$ cat src/rtl/uart_rx.sv
// UART receiver: 8 data bits, even parity, one stop bit, bit period WORK_FR+1 PCLK cycles.
// Samples near mid-bit from a synchronized line, flags parity/framing errors, and parks in BREAK on a low stop bit.
module uart_rx #(
  parameter int WIDTH = 12
) (
  input  logic             PCLK,
  input  logic             RESET,
  input  logic             RX_I,
  input  logic [WIDTH-1:0] WORK_FR,
  output logic [7:0]       DATA_RX_O,
  output logic             VALID_RX,
  output logic             PARITY_ERR,
  output logic             FRAME_ERR,
  output logic             BUSY_RX
);

  localparam logic [WIDTH-1:0] ONE = {{(WIDTH-1){1'b0}}, 1'b1};

  typedef enum logic [2:0] {
    IDLE,
    START,
    DATA,
    PARITY,
    STOP,
    BREAK
  } state_t;

  state_t           state;
  state_t           state_next;
  logic             rx_meta;
  logic             rx_s;
  logic             rx_prev;
  logic [2:0]       arm;
  logic [WIDTH-1:0] cnt;
  logic [WIDTH-1:0] wf_lat;
  logic [2:0]       bit_idx;
  logic [7:0]       shreg;
  logic             par_bit;
  logic             start_edge;
  logic             at_sample;
  logic             frame_done;

  // The forced-high synchronizer values after RESET are not a real idle line, so edge
  // detection waits until rx_s and rx_prev both reflect RX_I; a line still low from an
  // aborted frame cannot fake a start edge.
  assign start_edge = arm[2] & rx_prev & ~rx_s;

  // START waits half a bit period; later states wait a full period between samples.
  assign at_sample = (state == START) ? (cnt == ((wf_lat >> 1) - ONE))
                                      : (cnt == wf_lat);

  assign BUSY_RX = (state != IDLE);

  always_ff @(posedge PCLK) begin
    if (RESET) begin
      state <= IDLE;
    end else begin
      state <= state_next;
    end
  end

  always_comb begin
    state_next = state;
    frame_done = 1'b0;
    case (state)
      IDLE: begin
        if (start_edge) state_next = START;
      end
      START: begin
        if (at_sample) state_next = rx_s ? IDLE : DATA;
      end
      DATA: begin
        if (at_sample && (bit_idx == 3'd7)) state_next = PARITY;
      end
      PARITY: begin
        if (at_sample) state_next = STOP;
      end
      STOP: begin
        if (at_sample) begin
          frame_done = 1'b1;
          state_next = rx_s ? IDLE : BREAK;
        end
      end
      BREAK: begin
        if (rx_s) state_next = IDLE;
      end
      default: state_next = IDLE;
    endcase
  end

  always_ff @(posedge PCLK) begin
    if (RESET) begin
      rx_meta    <= 1'b1;
      rx_s       <= 1'b1;
      rx_prev    <= 1'b1;
      arm        <= 3'b000;
      cnt        <= '0;
      wf_lat     <= '0;
      bit_idx    <= 3'd0;
      shreg      <= 8'h00;
      par_bit    <= 1'b0;
      DATA_RX_O  <= 8'h00;
      VALID_RX   <= 1'b0;
      PARITY_ERR <= 1'b0;
      FRAME_ERR  <= 1'b0;
    end else begin
      rx_meta  <= RX_I;
      rx_s     <= rx_meta;
      rx_prev  <= rx_s;
      arm      <= {arm[1:0], 1'b1};
      VALID_RX <= frame_done;

      if (state == IDLE) begin
        cnt     <= '0;
        bit_idx <= 3'd0;
        if (start_edge) wf_lat <= WORK_FR;
      end else if ((state == BREAK) || at_sample) begin
        cnt <= '0;
      end else begin
        cnt <= cnt + ONE;
      end

      if ((state == DATA) && at_sample) begin
        shreg[bit_idx] <= rx_s;
        bit_idx        <= bit_idx + 3'd1;
      end

      if ((state == PARITY) && at_sample) par_bit <= rx_s;

      // Results are published together, errors included, so a consumer sees one coherent frame.
      if (frame_done) begin
        DATA_RX_O  <= shreg;
        PARITY_ERR <= par_bit ^ (^shreg);
        FRAME_ERR  <= ~rx_s;
      end
    end
  end

endmodule

$ cat config.mk
export PLATFORM = sky130hd
export DESIGN_NAME = uart_rx
export DESIGN_NICKNAME = d
export VERILOG_FILES = /design/src/rtl/uart_rx.sv
export SDC_FILE = /design/constraint.sdc
export NUM_CORES = 1
export LEC_CHECK = 0
export ABC_AREA = 1
export BUFFER_PORTS_ARGS = -buffer_cell sky130_fd_sc_hd__buf_2
export CORE_MARGIN = 2
export CORE_UTILIZATION = 40
export CTS_BUF_LIST = sky130_fd_sc_hd__clkbuf_4 sky130_fd_sc_hd__clkbuf_8 sky130_fd_sc_hd__clkbuf_16
export DETAILED_ROUTE_END_ITERATION = 10
export SLEW_MARGIN = 20
export SYNTH_ARGS = -nofsm -noshare
export SYNTH_HDL_FRONTEND = slang
export SYNTH_SLANG_ARGS = --single-unit
export TNS_END_PERCENT = 20
$ cat constraint.sdc
create_clock -name PCLK -period 2.3 [get_ports PCLK]
set_input_delay 0.23 -clock PCLK [delete_from_list [all_inputs] [get_ports PCLK]]
set_output_delay 0.23 -clock PCLK [all_outputs]
set_load 0.02 [all_outputs]
==> summary.md, run 1 <==
| Metric | Value |
|---|---|
| CP startpoint kind | `flop` |
| Initial core utilization | `41.0%` |
| Reg clk slew, reported paths | `around 0.11 ns` |
| Top_reg_cell synth | `dfxtp_1` |
| Fin. Hold Viols | `0` |
| Synthesized instance count | `around 420` |
| Library cells used by synthesis | `32` |
| Worst EP arrival | `2.35 ns` |
| CP peak stage delay | `around 0.36 ns` |
| Post-synth EDFFs | `0` |
| Synthesized Nets | `about 440` |
| Clock tree sinks | `56` |
| CTS root buf | `clkbuf_8` |
| Count of input and output buffers | `26` |
| Mux contribution to synthesized area | `0%` |
| Design area | `between 0.003 and 0.004 sq mm` |
| CP Capture Type | `flop` |
| Core area | `slightly above 0.007 sq mm` |
| Worst-Skew Late Latency | `around 0.31 ns` |
| Filler cells | `between 700 and 800` |
| Leakage | `~1.4 nW` |
| Diodes inserted | `0` |
| Compound-gate portion of the synthesized area | `a little over a tenth` |
| Iteration-0 DRC Markers | `roughly 160` |
| CP Max Fanout | `20` |
| Final setup viols | `0` |
| Drt first pass iters | `4` |
| Fin crit share | `93.7%` |
| Overflow after GRT | `0` |
| Top cells by area, synth | `dfxtp_1 38%, nand2_1 13%, nand3_1 8.2%` |
| Mapped Area | `just under 0.003 sq mm` |
| PD cells | `948 mW/mm^2` |
| Final Skew | `around 0.0083 ns` |
| Worst-Margin Slew | `0.460 ns` |
| Final wirelength | `6760 microns` |
| Height of the die | `roughly 90 microns` |
| Status | `finished, final reports clean` |
| Die area | `~0.0081 sq mm` |
| Xor-xnor portion of the synthesized cell area | `about 5.4%` |
| Nets | `approximately 480` |
| Register area share after synthesis | `38.1%` |
| Yosys top cell by area | `dfxtp_1` |
| Detailed placement HPWL | `between 5000 and 6000 microns` |
| Cell mode on critical path | `nand2_1` |
| Seq cells post-synth | `56` |
| Slowest CP cell | `dfxtp_2` |
| GRT Util Overall | `between 15 and 20%` |
| Synthesis Warnings | `0` |
| Fin. max-slew vios | `0` |
| Largest net degree at the start of global routing | `28` |
| Global-route wire length before repair | `roughly 12000 microns` |
| Post-DRT Antenna Nets | `0` |
| Worst vdd ir | `around 410 uV` |
| Worst path cell trace | `inv_2, nand2_2, nor2_4, buf_12, buf_4, nand2_2, nand2_1, nand2_1, nand2_1, nand3_2, nor2_4, nand3_4, nor2_4, buf_12, nand3_1, nand2_1, a21oi_1` |
| DRC viols | `0` |
| CTS Buffer Depth | `2` |
| Asr flop ratio synth | `0%` |
| Die extent in x | `approximately 90 microns` |
| RSZ-0062 raised after global routing | `true` |
| Vias per cell | `about 5` |
| Initial antenna violation count | `0` |
| Fin worst setup slack | `roughly 0.14 ns` |
| Adder-cell share of the synthesized area | `about 1.7%` |
| Vias in the first global route | `2553` |
| H-tree depth | `2` |
| Multi-input gate area | `about 0.0016 sq mm` |
| MaxCap Viol Count | `0` |
| Hold_ws | `around 0.087 ns` |
| Yosys top cell area share | `between 30% and 40%` |
| Top cells by count, synth | `99 x nand2_1, 56 x dfxtp_1, 48 x nand3_1` |
| WL per Instance | `about 12 microns` |
| Critical path required time | `2.50 ns` |
| Critical path class | `reg2reg` |
| Fin crit period | `2.16 ns` |
| I/O pins | `27` |
| Area overhead of the layout relative to synthesis | `15.4%` |
| F_max | `0.464 GHz` |
| Std-Cell Rows | `31` |
| Hold WC Path Type | `in2reg` |
| Dpl ws | `0.0408 ns` |
| TritonCTS clock tree | `done` |
| Vias | `around 2800` |
| GPL Wtd Cong | `roughly 0.81` |
| Top-count cell post-synth | `nand2_1` |
| Cts bufs inserted | `5` |
| Largest family of logic cells by synthesized area | `simple AND/OR/NAND/NOR gates` |
| Share of layout cells above drive strength 1 | `a little under a fifth` |
| Mapped Avg Cell Area | `about 7 sq um` |
| FF/Latch Area | `approximately 0.0011 sq mm` |
| Post-synthesis simple-gate area fraction | `roughly a third` |
| Rel. slew slack | `69.1%` |
| Area after DPL | `0.00322 sq mm` |
| Final total power | `about 3.2 mW` |
-- area by class of cell --
cell class | count | share of cell area [%]
clock buffers | 5 | 2.03
clock inverters | 3 | 0.811
inverters | 44 | 4.87
multi-input cells | 308 | 47.1
flip-flops and latches | 56 | 33.1
well taps | 99 | 3.65
repair buffers | 42 | 8.48
-- per-stage QoR --
step	std cells	TNS (ns)	utilization (%)
6_report	557	0	47.3
3_5_place_dp	546	0	44.9
4_1_cts	554	0	46.2
5_1_grt	557	-0.216	47.3
2_1_floorplan	424	0	-
3_3_place_gp	546	0	44.9
-- timing repair --
action                     in CTS  in global routing
hold endpoints to repair        0                  0
buffers inserted                0                  3
hold buffers                    0                  0
setup endpoints to repair       0                 38
resized for setup               0                 14
-- layer usage --
metal  vias to the layer above  global-route usage [%]  wire, microns
met5                         -                       0              0
met3                         6                    2.60            201
met2                        36                    27.2           3000
met4                         0                    4.23             61
li1                       1447                       -              -
met1                      1277                    24.7           3500
-- cell usage in the layout, fill, tap and decap left out, types with 2 or more instances in the layout --
cell type,n
nor3b_1,2
ha_1,3
xnor2_1,8
a21oi_1,33
nand2_2,4
nor2_2,6
buf_2,26
nor3_1,5
nand2_1,97
clkbuf_8,5
o21ai_0,18
inv_1,34
clkinv_1,3
xor2_1,10
or2_2,3
nand4_1,12
nand3_1,48
o21ai_1,5
nand3b_1,2
dfxtp_1,54
buf_12,3
dfxtp_2,2
inv_2,7
buf_4,13
nor2_4,4
nor2_1,37
nand3_2,2
o21ai_2,2
-- critical path, delay by kind of cell, from the launching register on --
kind | cells | cell delay, ns
simple gates | 12 | 1.09
buf+inv | 4 | 0.52
flops | 1 | 0.36
compound gates | 1 | 0.05
-- state kept, by name, indices dropped and copies added (netlist names) --
register,count
FRAME_ERR,1
rx_s,1
rx_meta,1
state,3
bit_idx,3
rx_prev,1
VALID_RX,1
wf_lat,12
shreg,8
PARITY_ERR,1
cnt,12
arm,3
DATA_RX_O,8
par_bit,1
-- worst paths after layout --
| path | slack, ns | from | cells past startpoint | endpoint |
|---|---|---|---|---|
| worst max-delay path | 0.14 | state[2]$_SDFFE_PP0P_ | 17 | shreg[1]$_SDFFE_PP0P_ |
| worst min-delay path | 0.09 | RX_I | 2 | rx_meta$_SDFF_PP1_ |
| worst max register to register | 0.14 | state[2]$_SDFFE_PP0P_ | 17 | shreg[1]$_SDFFE_PP0P_ |
| worst min register to register | 0.41 | arm[1]$_SDFF_PP0_ | 2 | arm[2]$_SDFF_PP0_ |
-- logic make-up after synthesis --
logic type	Yosys count
AND/OR/NAND/NOR	225
AO/OA/AOI/OAI	61
buffers and inverters	60
flip-flops	56
XOR/XNOR	18
adder cells (fa/ha/maj)	4
-- where the power goes --
group | internal (mW) | total (mW) | switching (mW)
Combinational | 0.605 | 1.54 | 0.936
Clock | 0.225 | 0.577 | 0.353
Sequential | 1.03 | 1.10 | 0.0719
Total | 1.86 | 3.22 | 1.36
Note: power is estimated with default switching activity, not from simulation.
==> run 2, diff against run 1 <==
==> constraint.sdc (replaced) <==
create_clock -name PCLK -period 2.7 [get_ports PCLK]
set_input_delay 0.27 -clock PCLK [delete_from_list [all_inputs] [get_ports PCLK]]
set_output_delay 0.27 -clock PCLK [all_outputs]
set_load 0.02 [all_outputs]
==> run 2 against run 1 <==
Sequential share of layout area rose by 1.4 points. Highest routed layer unchanged. Critical path depth down 2. Worst hold slack improved by 0.053 ns. Non-clock buffer count decreased by 9. Largest cell class unchanged.
==> summary.md, run 2 (same netlist as run 1, synthesis figures left out) <==
| Metric | Value |
|---|---|
| CP Buf/Inv Count | `2 (-2)` |
| Worst R2R Path Depth | `15 (-2)` |
| Height of the die | `89.7 microns (unchanged)` |
| CP peak stage delay | `0.35 ns (about the same)` |
| Finished Core Util | `45.3% (-2.0 points)` |
| Vias in the first global route | `2470 (-3.3%)` |
| Critical path required time | `2.94 ns (+0.44 ns)` |
| R2r startpoint | `wf_lat[1]$_SDFFE_PP0P_` |
| Die area | `0.00805 sq mm (unchanged)` |
| CP Max Fanout | `13 (-35%)` |
| Diodes inserted | `0 (unchanged)` |
| Most frequent cells in the layout | `98 x nand2_1, 56 x dfxtp_1, 48 x nand3_1` |
| Status | `finished, final reports clean` |
| PD cells | `780 mW/mm^2 (-18%)` |
| Reg2reg end | `PARITY_ERR$_SDFFE_PP0P_` |
| Iteration-0 DRC Markers | `147 (-6.4%)` |
| Final Skew | `0.00639 ns (-0.00194 ns)` |
| Post-DRT Antenna Nets | `0 (unchanged)` |
| Worst EP arrival | `2.70 ns (+0.35 ns)` |
| Critical path launch point | `wf_lat[1]$_SDFFE_PP0P_` |
| Fin worst setup slack | `0.246 ns (+0.101 ns)` |
| Fin. max-slew vios | `0 (unchanged)` |
| Fin crit share | `90.9% (-2.8 points)` |
| Final wirelength | `6620 microns (-2.1%)` |
| Detailed placement HPWL | `4840 microns (-3.3%)` |
| Filler cells | `746 (-0.93%)` |
| WL per Instance | `12.1 microns (-0.48%)` |
| Worst-Margin Slew | `0.619 ns (+0.159 ns)` |
| Biggest regs | `cnt x12, wf_lat x12` |
| Std-Cell Rows | `31 (unchanged)` |
| Nets | `468 (-1.7%)` |
| Area overhead of the layout relative to synthesis | `10.6%` |
| Hold WC Path Type | `in2reg` |
| Fin crit period | `2.45 ns (+0.299 ns)` |
| Drt first pass iters | `4 (unchanged)` |
| Design area | `0.00325 sq mm (-4.2%)` |
| Clock tree sinks | `56 (unchanged)` |
| Worst path depth | `15 (-2)` |
| CP Capture Type | `flop` |
| Top delay family on crit path | `simple AND/OR/NAND/NOR gates` |
| GRT Util Overall | `17.1% (-0.062 points)` |
| Vias | `2689 (-2.8%)` |
| Cell mode on critical path | `nand3_1` |
| I/O pins | `27 (unchanged)` |
| Cts bufs inserted | `5 (unchanged)` |
| MaxCap Viol Count | `0 (unchanged)` |
| Share of layout cells above drive strength 1 | `14.7% (-3.6 points)` |
| Final setup viols | `0 (unchanged)` |
| F_max | `0.407 GHz (-12%)` |
| Dpl ws | `0.196 ns (+0.156 ns)` |
| Count of input and output buffers | `26 (unchanged)` |
| Worst-Skew Late Latency | `0.31 ns (about the same)` |
| Most common cell after layout, fill and taps aside | `nand2_1` |
| Core area | `0.00718 sq mm (unchanged)` |
| TritonCTS clock tree | `done` |
| Reg2Reg Setup Slack | `0.25 ns (+0.10 ns)` |
| Worst path cell trace | `inv_1, ha_2, nand2_1, nor2_1, nand3_1, nand2_1, nand3_1, nand3_1, nand3_2, nor2_4, nand3_4, inv_4, nand2_2, or2_0, a21oi_1` |
| Worst vdd ir | `389 uV (-6.0%)` |
| RSZ-0062 raised after global routing | `true` |
| CTS Buffer Depth | `2 (unchanged)` |
| Hold-fix buffers, CTS | `0 (unchanged)` |
| Reg clk slew, reported paths | `0.09 ns (-0.02 ns)` |
| H-tree depth | `2 (unchanged)` |
| Rel. slew slack | `58.7% (-10 points)` |
| Global-route wire length before repair | `11600 microns (unchanged)` |
| Slowest CP cell | `dfxtp_1` |
| Largest net degree at the start of global routing | `28 (unchanged)` |
| Setup crit end | `PARITY_ERR$_SDFFE_PP0P_` |
| DRC viols | `0 (unchanged)` |
| CTS root buf | `clkbuf_8` |
| Leakage | `1.36 nW (-5.5%)` |
| Critical path class | `reg2reg` |
| Overflow after GRT | `0 (unchanged)` |
| Fin. Hold Viols | `0 (unchanged)` |
| Area after DPL | `0.00314 sq mm (-2.6%)` |
| Hold_ws | `0.140 ns (+0.0529 ns)` |
| Initial antenna violation count | `0 (unchanged)` |
| Die extent in x | `89.7 microns (unchanged)` |
| Initial core utilization | `41.0% (unchanged)` |
| GPL Wtd Cong | `0.808 (about the same)` |
| Vias per cell | `4.91 (-1.2%)` |
| CP startpoint kind | `flop` |
| Setup TNS | `0 ns (unchanged)` |
-- run 2: layout make-up --
class | instances | area, sq um | share of cell area (%)
Multi-Input combinational cell | 309 | 1570 | 48.4
Clock inverter | 2 | 12.5 | 0.385
Inverter | 44 | 168 | 5.16
Clock buffer | 5 | 68.8 | 2.12
Tap cell | 99 | 124 | 3.81
Timing Repair Buffer | 33 | 183 | 5.62
Sequential cell | 56 | 1120 | 34.5
-- run 2: worst reg2reg max path, stage by stage (launching register included) --
cell	delay, ns
dfxtp_1	0.35
inv_1	0.11
ha_2	0.26
nand2_1	0.11
nor2_1	0.16
nand3_1	0.10
nand2_1	0.07
nand3_1	0.09
nand3_1	0.10
nand3_2	0.10
nor2_4	0.15
nand3_4	0.16
inv_4	0.15
nand2_2	0.16
or2_0	0.23
a21oi_1	0.12
-- run 2: through the flow --
stage | cells | total power, mW
after floorplan | 424 | 1.86
after global placement | 538 | 2.02
after detailed placement | 538 | 2.04
after CTS | 545 | 2.49
after global routing | 548 | 2.75
final | 548 | 2.54
-- run 2: timing repair --
item,CTS,global route
gates resized for setup,0,4
setup buffers,0,2
setup endpoints to repair,0,14
endpoints found under the hold margin,0,0
-- run 2: power breakdown --
part / switching [mW] / internal (mW)
clock: 0.272 / 0.177
sequential: 0.0582 / 0.871
combinational: 0.770 / 0.388
total: 1.10 / 1.44
-- run 2: worst min path at each step --
stage / slack (ns) / depth (start not counted) / start / to
after floorplan: 0.37 / 1 / RX_I / rx_meta$_SDFF_PP1_
after global placement: 0.39 / 2 / arm[1]$_SDFF_PP0_ / arm[2]$_SDFF_PP0_
after detailed placement: 0.40 / 1 / rx_meta$_SDFF_PP1_ / rx_s$_SDFF_PP1_
after CTS: 0.14 / 2 / RX_I / rx_meta$_SDFF_PP1_
after global routing: 0.12 / 2 / RX_I / rx_meta$_SDFF_PP1_
final: 0.14 / 2 / RX_I / rx_meta$_SDFF_PP1_
-- run 2: routing by layer --
| metal | vias up | GRT usage, % | part of all wire (%) |
|---|---|---|---|
| li1 | 1431 | - | - |
| met5 | - | 0 | 0 |
| met4 | 0 | 5.13 | 1.7 |
| met3 | 9 | 3.27 | 3.6 |
| met1 | 1200 | 25.3 | 52 |
| met2 | 49 | 25.4 | 43 |
==> run 3, diff against run 2 <==
--- a/config.mk
+++ b/config.mk
@@ -11,6 +11,7 @@
 export CORE_UTILIZATION = 40
 export CTS_BUF_LIST = sky130_fd_sc_hd__clkbuf_4 sky130_fd_sc_hd__clkbuf_8 sky130_fd_sc_hd__clkbuf_16
 export DETAILED_ROUTE_END_ITERATION = 10
+export PLACE_DENSITY_LB_ADDON = 0.1
 export SLEW_MARGIN = 20
 export SYNTH_ARGS = -nofsm -noshare
 export SYNTH_HDL_FRONTEND = slang
==> run 3 against run 2 <==
Die area stayed put. Highest routed layer unchanged. Critical path type unchanged. Final area is 0.35% higher. Via count is 0.48% higher. Wire length is 1.3% higher. First-iteration DRC count is 16% lower. Cell count is 0.18% higher.
==> summary.md, run 3 (same netlist as run 1, synthesis figures left out) <==
| Metric | Value |
|---|---|
| Iteration-0 DRC Markers | `124 (-16%)` |
| Final Non-Filler Cells | `549 (+0.18%)` |
| Most frequent cells in the layout | `99 x nand2_1, 56 x dfxtp_1, 48 x nand3_1` |
| Core area | `0.00718 sq mm (unchanged)` |
| Critical path required time | `2.94 ns (about the same)` |
| I/O pins | `27 (unchanged)` |
| Hold-fix buffers, CTS | `0 (unchanged)` |
| GPL Wtd Cong | `0.921 (+14%)` |
| Hold_ws | `0.136 ns (-0.00380 ns)` |
| CTS root buf | `clkbuf_8` |
| CP Max Fanout | `13 (unchanged)` |
| Height of the die | `89.7 microns (unchanged)` |
| Reg clk slew, reported paths | `0.10 ns (about the same)` |
| PD cells | `797 mW/mm^2 (+2.1%)` |
| Fin. max-slew vios | `0 (unchanged)` |
| Critical path launch point | `wf_lat[1]$_SDFFE_PP0P_` |
| CP peak stage delay | `0.40 ns (+0.05 ns)` |
| Status | `finished, final reports clean` |
| Initial core utilization | `41.0% (unchanged)` |
| Diodes inserted | `0 (unchanged)` |
| GRT Util Overall | `17.3% (+0.19 points)` |
| Final wirelength | `6710 microns (+1.3%)` |
| Final Skew | `0.00825 ns (+0.00186 ns)` |
| Vias per cell | `4.92 (+0.30%)` |
| Biggest regs | `cnt x12, wf_lat x12` |
| CP startpoint kind | `flop` |
| Worst path cell trace | `inv_1, ha_2, nand2_1, nand2_1, nand2_1, o21ai_0, xnor2_1, nand3_1, nor2_2, nand3_4, inv_2, nand2_4, or2_0, a21oi_1` |
| WL per Instance | `12.2 microns (+1.1%)` |
| Die extent in x | `89.7 microns (unchanged)` |
| RSZ-0062 raised after global routing | `false` |
| F_max | `0.422 GHz (+3.5%)` |
| Setup TNS | `0 ns (unchanged)` |
| Global-route wire length before repair | `11600 microns (-0.77%)` |
| Worst vdd ir | `457 uV (+17%)` |
| Fin crit period | `2.37 ns (-0.0841 ns)` |
| DRC viols | `0 (unchanged)` |
| Setup crit end | `PARITY_ERR$_SDFFE_PP0P_` |
| Finished Core Util | `45.5% (+0.16 points)` |
| CP Capture Type | `flop` |
| Worst-Skew Late Latency | `0.31 ns (about the same)` |
| Reg2reg end | `PARITY_ERR$_SDFFE_PP0P_` |
| Die area | `0.00805 sq mm (unchanged)` |
| MaxCap Viol Count | `0 (unchanged)` |
| Worst-Margin Slew | `0.583 ns (-0.0354 ns)` |
| Slowest CP cell | `dfxtp_1` |
| Fin crit share | `87.8% (-3.1 points)` |
| Largest net degree at the start of global routing | `28 (unchanged)` |
| Post-DRT Antenna Nets | `0 (unchanged)` |
| Worst R2R Path Depth | `14 (-1)` |
| Hold WC Path Type | `in2reg` |
| Most common cell after layout, fill and taps aside | `nand2_1` |
| Share of layout cells above drive strength 1 | `14.7% (-0.033 points)` |
| Cell mode on critical path | `nand2_1` |
| Clock tree sinks | `56 (unchanged)` |
| Worst path depth | `14 (-1)` |
| Worst EP arrival | `2.61 ns (-0.09 ns)` |
| Area overhead of the layout relative to synthesis | `10.9%` |
| Overflow after GRT | `0 (unchanged)` |
| Fin. Hold Viols | `0 (unchanged)` |
| Cts bufs inserted | `5 (unchanged)` |
| Leakage | `1.38 nW (+1.4%)` |
| Initial antenna violation count | `0 (unchanged)` |
| Std-Cell Rows | `31 (unchanged)` |
| CTS Buffer Depth | `2 (unchanged)` |
| Vias in the first global route | `2547 (+3.1%)` |
| H-tree depth | `2 (unchanged)` |
| Placed cell count | `540 (+0.37%)` |
| Count of input and output buffers | `26 (unchanged)` |
| Reg2Reg Setup Slack | `0.33 ns (+0.08 ns)` |
| Final setup viols | `0 (unchanged)` |
| Critical path class | `reg2reg` |
| R2r startpoint | `wf_lat[1]$_SDFFE_PP0P_` |
| CP Buf/Inv Count | `2 (unchanged)` |
| Rel. slew slack | `61.1% (+2.4 points)` |
| Vias | `2702 (+0.48%)` |
| TritonCTS clock tree | `done` |
| Detailed placement HPWL | `4910 microns (+1.3%)` |
| Nets | `468 (unchanged)` |
| Drt first pass iters | `4 (unchanged)` |
| Top delay family on crit path | `simple AND/OR/NAND/NOR gates` |
run 3: where the power goes:
part | internal, mW | switching (mW)
Clock | 0.196 | 0.288
Combinational | 0.402 | 0.783
Sequential | 0.871 | 0.0598
run 3: final cells by class:
type / instances / area [sq um]
inverter: 44 / 165
sequential: 56 / 1120
multi-input combinational: 309 / 1580
timing repair buffer: 33 / 183
clock buffer: 6 / 76.3
clock inverter: 2 / 16.3
fill: 760 / 3910
tap: 99 / 124
run 3: stage by stage:
step | worst slack, ns | cell area, sq um | total power [mW]
6_report | 0.330 | 3260 | 2.60
5_1_grt | 0.0433 | 3260 | 2.82
4_1_cts | 0.146 | 3240 | 2.60
3_5_place_dp | 0.172 | 3150 | 2.11
3_3_place_gp | 0.223 | 3150 | 2.10
2_1_floorplan | 0.689 | 2940 | 1.86
run 3: worst reg2reg max path: cells and delay by family (launching register included):
kind | cells | cell delay (ns)
AO/OA/AOI/OAI | 2 | 0.23
XOR/XNOR | 1 | 0.16
adder cells (fa/ha/maj) | 1 | 0.25
buffers and inverters | 2 | 0.22
flip-flops | 1 | 0.40
AND/OR/NAND/NOR | 8 | 1.05
run 3: timing repair:
action	4_1_cts	5_1_grt
resized for setup	0	3
setup endpoints to repair	0	12
buffers inserted	0	0
hold endpoints to repair	0	0
run 3: layer usage:
layer / track usage, % / wire length (microns) / up-vias
li1: - / - / 1430
met1: 22.7 / 3350 / 1219
met2: 29.1 / 3080 / 43
met3: 3.10 / 169 / 10
met4: 5.51 / 113 / 0
met5: 0 / 0 / -
run 3: how the worst min path moves through the flow:
stage | start | end | slack (ns) | depth (start not counted)
2_1_floorplan | RX_I | rx_meta$_SDFF_PP1_ | 0.37 | 1
3_3_place_gp | arm[1]$_SDFF_PP0_ | arm[2]$_SDFF_PP0_ | 0.39 | 2
3_5_place_dp | rx_meta$_SDFF_PP1_ | rx_s$_SDFF_PP1_ | 0.39 | 1
4_1_cts | RX_I | rx_meta$_SDFF_PP1_ | 0.12 | 2
5_1_grt | RX_I | rx_meta$_SDFF_PP1_ | 0.13 | 2
6_report | RX_I | rx_meta$_SDFF_PP1_ | 0.14 | 2
